`config.mk`:
```
export PLATFORM = sky130hd
export DESIGN_NAME = multiplier_seq_32bit
export DESIGN_NICKNAME = d
export VERILOG_FILES = /design/src/rtl/multiplier_seq_32bit.sv
export SDC_FILE = /design/constraint.sdc
export NUM_CORES = 1
export LEC_CHECK = 0
export ABC_CLOCK_PERIOD_IN_PS = 2900
export CORE_MARGIN = 1.5
export CORE_UTILIZATION = 56
export CTS_BUF_LIST = sky130_fd_sc_hd__clkbuf_4 sky130_fd_sc_hd__clkbuf_8
export DETAILED_ROUTE_END_ITERATION = 10
export PLACE_DENSITY = 0.86
export SKIP_LAST_GASP = 1
export SLEW_MARGIN = 20
export SYNTH_ARGS = -nofsm -noshare
export SYNTH_HDL_FRONTEND = slang
export SYNTH_SLANG_ARGS = --single-unit
```
`constraint.sdc`:
```
create_clock -name clk -period 2.9 [get_ports clk]
set_input_delay 0.58 -clock clk [delete_from_list [all_inputs] [get_ports clk]]
set_output_delay 0.58 -clock clk [all_outputs]
set_load 0.02 [all_outputs]
```
`src/rtl/multiplier_seq_32bit.sv`:
```
// multiplier_seq_32bit: iterative shift-add RV32M multiplier (MUL/MULH/MULHSU/MULHU), WIDTH+1 cycle latency
module multiplier_seq_32bit #(
  parameter int WIDTH = 32
) (
  input  logic             clk,
  input  logic             rst,
  input  logic             start,
  input  logic             flush,
  input  logic [1:0]       mul_opcode,
  input  logic [WIDTH-1:0] operand1,
  input  logic [WIDTH-1:0] operand2,
  output logic             busy,
  output logic             result_valid,
  output logic [WIDTH-1:0] result_multiply
);
  localparam int CW = $clog2(WIDTH);
  localparam logic [CW-1:0] LAST = CW'(WIDTH - 1);
  typedef enum logic [1:0] {IDLE, CALC, DONE} state_t;
  state_t state;
  logic [1:0] op;
  logic [2*WIDTH-1:0] acc, mcand, product;
  logic [WIDTH-1:0] mplier, mag1, mag2;
  logic [CW-1:0] count;
  logic neg, sign1, sign2;
  always_comb begin
    sign1 = (mul_opcode != 2'b11) & operand1[WIDTH-1];
    sign2 = ~mul_opcode[1] & operand2[WIDTH-1];
    mag1 = sign1 ? -operand1 : operand1;
    mag2 = sign2 ? -operand2 : operand2;
    product = neg ? -acc : acc;
  end
  // busy, result_valid and result_multiply are all registered alongside the state
  always_ff @(posedge clk) begin
    if (rst) begin
      state <= IDLE;
      op <= '0;
      acc <= '0;
      mcand <= '0;
      mplier <= '0;
      neg <= 1'b0;
      count <= '0;
      busy <= 1'b0;
      result_valid <= 1'b0;
      result_multiply <= '0;
    end else begin
      result_valid <= 1'b0;
      case (state)
        IDLE: if (start && !flush) begin
          op <= mul_opcode;
          mcand <= {{WIDTH{1'b0}}, mag1};
          mplier <= mag2;
          neg <= sign1 ^ sign2;
          acc <= '0;
          count <= '0;
          busy <= 1'b1;
          state <= CALC;
        end
        CALC: if (flush) begin
          busy <= 1'b0;
          state <= IDLE;
        end else begin
          if (mplier[0]) acc <= acc + mcand;
          mcand <= mcand << 1;
          mplier <= mplier >> 1;
          count <= count + 1'b1;
          if (count == LAST) state <= DONE;
        end
        DONE: begin
          busy <= 1'b0;
          state <= IDLE;
          if (!flush) begin
            result_valid <= 1'b1;
            result_multiply <= (op == 2'b00) ? product[WIDTH-1:0] : product[2*WIDTH-1:WIDTH];
          end
        end
        default: begin
          busy <= 1'b0;
          state <= IDLE;
        end
      endcase
    end
  end
endmodule

```
# [Word level (Yosys, flattened, before mapping)]
# Index checks and enable logic that the tools add are counted.
[word_totals] reg_bits=204 inputBits=70 out_inout_bits=34 elab_cells=67
[op_classes] add_sub_neg=5 n_eq_ne=9 n_mux=25 bitwise=6 reduce_logical=12
[ops] cell="64-bit two-way mux" count=6
[ops] cell="64-bit case mux with 2 select lines" count=2
[ops] cell="32-bit two-way mux" count=5
[ops] cell="64-bit adder" count=1
[ops] cell="32-bit negator" count=2
[ops] cell="64-bit negator" count=1
[ops] cell="32-bit case mux with 2 select lines" count=1
[ops] cell="5-bit two-way mux" count=2
[ops] cell="2-bit != test, second input constant" count=5
[ops] cell="5-bit case mux with 2 select lines" count=1
[ops] cell="2-bit AND reduction" count=4
[ops] cell="2-bit two-way mux" count=3
[ops] cell="5-bit by 1-bit adder with 5-bit output, second input constant" count=1
[ops] cell="5-bit equality test, second input constant" count=1
[ops] cell="2-bit zero test" count=2
[ops] cell="2-bit case mux with 2 select lines" count=1
[ops] cell="4-bit AND reduction" count=1
[ops] cell="1-bit two-way mux" count=3
[ops] cell="3-bit != test, second input constant" count=1
[ops] cell="1-bit NOT" count=3
[ops] cell="3-bit AND reduction" count=1
[ops] cell="1-bit AND" count=2
[ops] cell="2-bit by 1-bit equality test with 1-bit output, second input constant" count=1
[ops] cell="2-bit equality test, second input constant" count=1
[ops] cell="other kinds (6)" count=6

# [Depth between registers and ports, before layout]
[depth] word_depth=5 ltp_mapped=13 depth_no_buf=13

# [Worst setup path before layout]
# OpenSTA, ideal clock, no wires.
[synth_timing] path_type="register -> register" start="register acc[2]" end="register acc[56]" arrival_time_ps=2865 t_required_ps=2783 path_slack_ps=-82 stages_incl_launch_ff=12 path_buffers=0 cell_sequence="dfxtp_1 -> ha_1 -> nor2b_1 -> o2111ai_1 -> nand2_1 -> a221oi_1 -> o21ai_1 -> a221oi_1 -> a31oi_1 -> o31ai_1 -> nand3_1 -> a32o_1"
[synth_between] elab_chain_len=4
[synth_lines] item="start: declaration" line_no="21" rtl="logic [2*WIDTH-1:0] acc, mcand, product;"
[synth_lines] item="start signal: assignment" line_no="62" rtl="if (mplier[0]) acc <= acc + mcand;"
[synth_lines] item="64-bit adder" line_no="62"
[synth_lines] item="64-bit two-way mux" line_no="62"
[synth_lines] item="64-bit two-way mux" line_no="58" rtl="CALC: if (flush) begin"
[synth_lines] item="64-bit case mux with 2 select lines" line_no="47" rtl="case (state)"
# Every way passes these cells. The select of a mux whose other input is x is not followed.
# A chain may end at the register's enable or synchronous reset.

# [Worst setup path in the final report]
[layout_timing] start="register acc[13]" end="register result_multiply[15]"
[layout_between] elab_chain_len=3
[layout_lines] item="64-bit negator" line_no="30" rtl="product = neg ? -acc : acc;"
[layout_lines] item="64-bit two-way mux" line_no="30"
[layout_lines] item="32-bit two-way mux" line_no="73" rtl="result_multiply <= (op == 2'b00) ? product[WIDTH-1:0] : product[2*WIDTH-1:WIDTH];"
[layout_lines] item="end signal: assignment" line_no="73"
[layout_lines] item="end: declaration" line_no="14" rtl="output logic [WIDTH-1:0] result_multiply"
# Every way passes these cells.

==> summary.txt <==
Timing
  • Final Hold Slack: 459.2 ps
  • Final Hold Fails: 0
  • Worst-margin pin slew: 1012 ps
  • Count of final setup violators: 40
  • Final worst-path cycle share: 113.2%
  • Clk_skew: 20.36 ps
  • Final setup margin: -383.4 ps
  • RSZ-0062 raised after global routing: yes
  • Minimum clock period: 3283 ps
  • Fin. max-slew vios: 0
  • Rel. slew slack: 32.43%
  • Maximum operating frequency: 0.3046 GHz

Cells and area
  • Most common cell after layout, fill and taps aside: buf_4
  • Area Overhead vs Synth: 38.54%
  • Antenna cells: 0
  • Layout Nets: between 2000 and 2500
  • Share of layout cells above drive strength 1: between 20% and 30%
  • Design area: 19510 µm²
  • Most frequent cells in the layout: 325 x buf_4, 223 x nand2_1, 218 x nor2_1
  • Final Util: 79.75%
  • Fill cells: between 1500 and 2000

Route
  • Drt total wl: 49.29 mm
  • Met1 wire length: 19.81 mm
  • TritonRoute pass-1 iters: 6
  • Vias per cell: 6.245
  • Remaining antenna violation count after routing: 0
  • DRC: 0
  • Via count: between 15000 and 20000
  • Met3 wire len: 4.590 mm
  • Routed wire length on met2: 22.85 mm
  • Wirelength per Cell: roughly 19 µm
  • Uppermost layer routed: met4
  • Starting DRT DRC Count: 1602

Yosys
  • EDFF count, synth: 0
  • Seq/Total Area, Yosys: around 29%
  • Yosys reg bits: 204
  • Mapped Nets: about 2000
  • Dominant synthesized flop cell: dfxtp_1
  • Cell Area, Synth: 14080 µm²
  • Asr flop ratio synth: 0%
  • Ys Warns: 0
  • Synthesized instance count: 1895
  • Syn Area/Cell: roughly 7.4 µm²
  • Unique masters post-synth: 68

Min path
  • Hold path depth: 2
  • Hold wc startpoint: result_multiply[23]
  • Worst Hold End: result_multiply[23]
  • Min-delay worst type: register to register

Setup path
  • Worst setup SP type: register
  • Slowest cell on the critical path: or4_4
  • CP Capture Type: register
  • WS Path Type: register to register
  • CP Max Fanout: 4
  • CP Depth: 12
  • R2r worst-path depth: 12
  • Worst flop-to-flop path startpoint: acc[13]
  • Reg-to-reg critical path endpoint: result_multiply[15]
  • Worst reg-to-reg setup slack: -380 ps
  • Crit-path cells: buf_6, or4_4, nor4_4, nor4b_4, buf_4, nand4_1, buf_4, buf_6, o41ai_2, xnor2_1, o221ai_1, nor2_1
  • Critical path origin: acc[13]
  • CP max stage delay: around 520 ps
  • Worst EP arrival: about 3700 ps
  • CP delay by family, top: simple AND/OR/NAND/NOR gates
  • Buffers and inverters on the worst path: 4
  • Required time worst endpoint: 3300 ps

GRT
  • Grt ovf: 0
  • Total track usage: 35.23%
  • Antenna violations before repair: 0
  • Vias in the first global route: 15290
  • First-pass GRT wire length: 75.14 mm
  • Largest net degree at the start of global routing: 82

CTS
  • CTS Buffer Depth: 3
  • Clk Latency, worst-skew pair: 540 ps
  • CTS root buffer: clkbuf_8
  • CTS Hold Bufs: 0
  • CTS tree: done
  • CTS buffer count: 37
  • CTS sink cnt: 204
  • H-tree depth: 2
  • Clock transition at path regs: roughly 60 ps

Placement
  • Gpl congestion: between 0.9 and 1
  • Dpl hpwl: around 35 mm
  • PortBufs: 103
  • DP Area: 17510 µm²

Floorplan
  • Vert. Die Dim: ~160 µm
  • Die width: around 160 µm
  • Die ar.: approximately 26000 µm²
  • Row count: 57
  • Starting density of the core: 57.56%
  • Core Area: 24460 µm²
  • I/O pins: 104

Pwr
  • Power Dens Cells: 357.1 nW/µm²
  • Static leakage: 7.988 nW
  • VDD IR max: around 0.35 mV

Status
  • Failing checks: setup timing
  • Status: finished with violations

Job
  • Max Cap Viol: 0
[worst reg2reg max path, stage by stage, from the launching register on]
cell      delay, ps
dfxtp_2         350
buf_6           120
or4_4           520
nor4_4          200
nor4b_4         410
buf_4           190
nand4_1         240
buf_4           240
buf_6           120
o41ai_2         330
xnor2_1         160
o221ai_1        200
nor2_1           70
[kinds of logic (layout without fill, tap and decap cells)]
| family | count (synthesis) | in the layout | share of synthesized area (%) |
|---|---|---|---|
| XOR/XNOR | 174 | 174 | 10.82 |
| multiplexers | 2 | 2 | 0.1422 |
| flip-flops | 204 | 204 | 29.00 |
| AO/OA/AOI/OAI | 613 | 613 | 27.70 |
| buffers and inverters | 153 | 543 | 4.087 |
| adder cells (fa/ha/maj) | 69 | 69 | 6.185 |
| AND/OR/NAND/NOR | 680 | 680 | 22.06 |
[report_power, final]
part           leakage (nW)  switching (mW)  internal, mW
Clock                 0.404            1.22          1.63
Combinational          5.92           0.650         0.527
Sequential             1.66          0.0746          2.87
[repair_timing]
item / CTS / global route
buffers inserted: 13 / 24
endpoints found under the hold margin: 0 / 0
endpoints found under the setup margin: 37 / 54
pin swaps: 34 / 75
resized for setup: 73 / 142
gates cloned: 0 / 0
[worst max-delay path by stage]
stage,endpoint
after CTS,result_multiply[11]
after detailed placement,mcand[27]
after floorplan,mplier[30]
after global routing,result_multiply[15]
after global placement,mcand[27]
final,result_multiply[15]
[routing by layer]
layer	vias to the layer above	track usage (%)
li1	7574	-
met1	7642	45.79
met2	895	57.65
met3	181	6.343
met4	0	14.31
met5	-	0
[synth_stat cells, types with 7 or more instances]
master    count  area share (%)
a211oi_1     56             3.0
a21o_1       26             1.4
a21oi_1     207             7.4
a22o_1       11            0.68
a22oi_1      28             1.5
a31oi_1      19            0.84
and3_1        8            0.36
buf_1         7            0.19
clkbuf_1    110             2.9
dfxtp_1     204              29
ha_1         68             6.0
inv_1        35            0.93
nand2_1     227             6.1
nand2b_1     12            0.53
nand3_1      68             2.4
nand4_1      24             1.1
nor2_1      225             6.0
nor2b_1      13            0.58
nor3_1       35             1.2
nor4_1       15            0.67
o211ai_1     22             1.2
o21a_1       10            0.53
o21ai_0     121             4.3
o21bai_1     13            0.69
o31ai_1      28             1.5
o41ai_1      15            0.93
or3_1        11            0.49
or4_1        13            0.69
xnor2_1      91             5.7
xor2_1       83             5.2
[through the flow]
step	instances	total power [mW]	setup TNS (ps)	setup WS (ps)
3_3_place_gp	2515	3.993	-6696	-504.6
3_5_place_dp	2515	4.030	-9942	-501.0
2_1_floorplan	1895	3.541	0	4.216
5_1_grt	2609	7.184	-9984	-452.8
6_report	2609	6.966	-5503	-383.4
4_1_cts	2588	6.868	-576.6	-97.95
[cell type report]
| cell class | instances | area, µm² | share of cell area [%] |
|---|---|---|---|
| multi-input cells | 1538 | 10360 | 53.12 |
| repair buffers | 447 | 3745 | 19.20 |
| flip-flops and latches | 204 | 4111 | 21.08 |
| clock buffers | 52 | 653.1 | 3.348 |
| clock inverters | 9 | 98.84 | 0.5067 |
| well taps | 324 | 405.4 | 2.078 |
| inverters | 35 | 131.4 | 0.6735 |
[flip-flops by register name, summed over array words and instances (netlist names)]
register / flops
mcand: 64
result_multiply: 32
mplier: 32
count: 5
result_valid: 1
state: 2
acc: 64
busy: 1
neg: 1
op: 2
No activity file was read; power rests on OpenSTA's default activity.
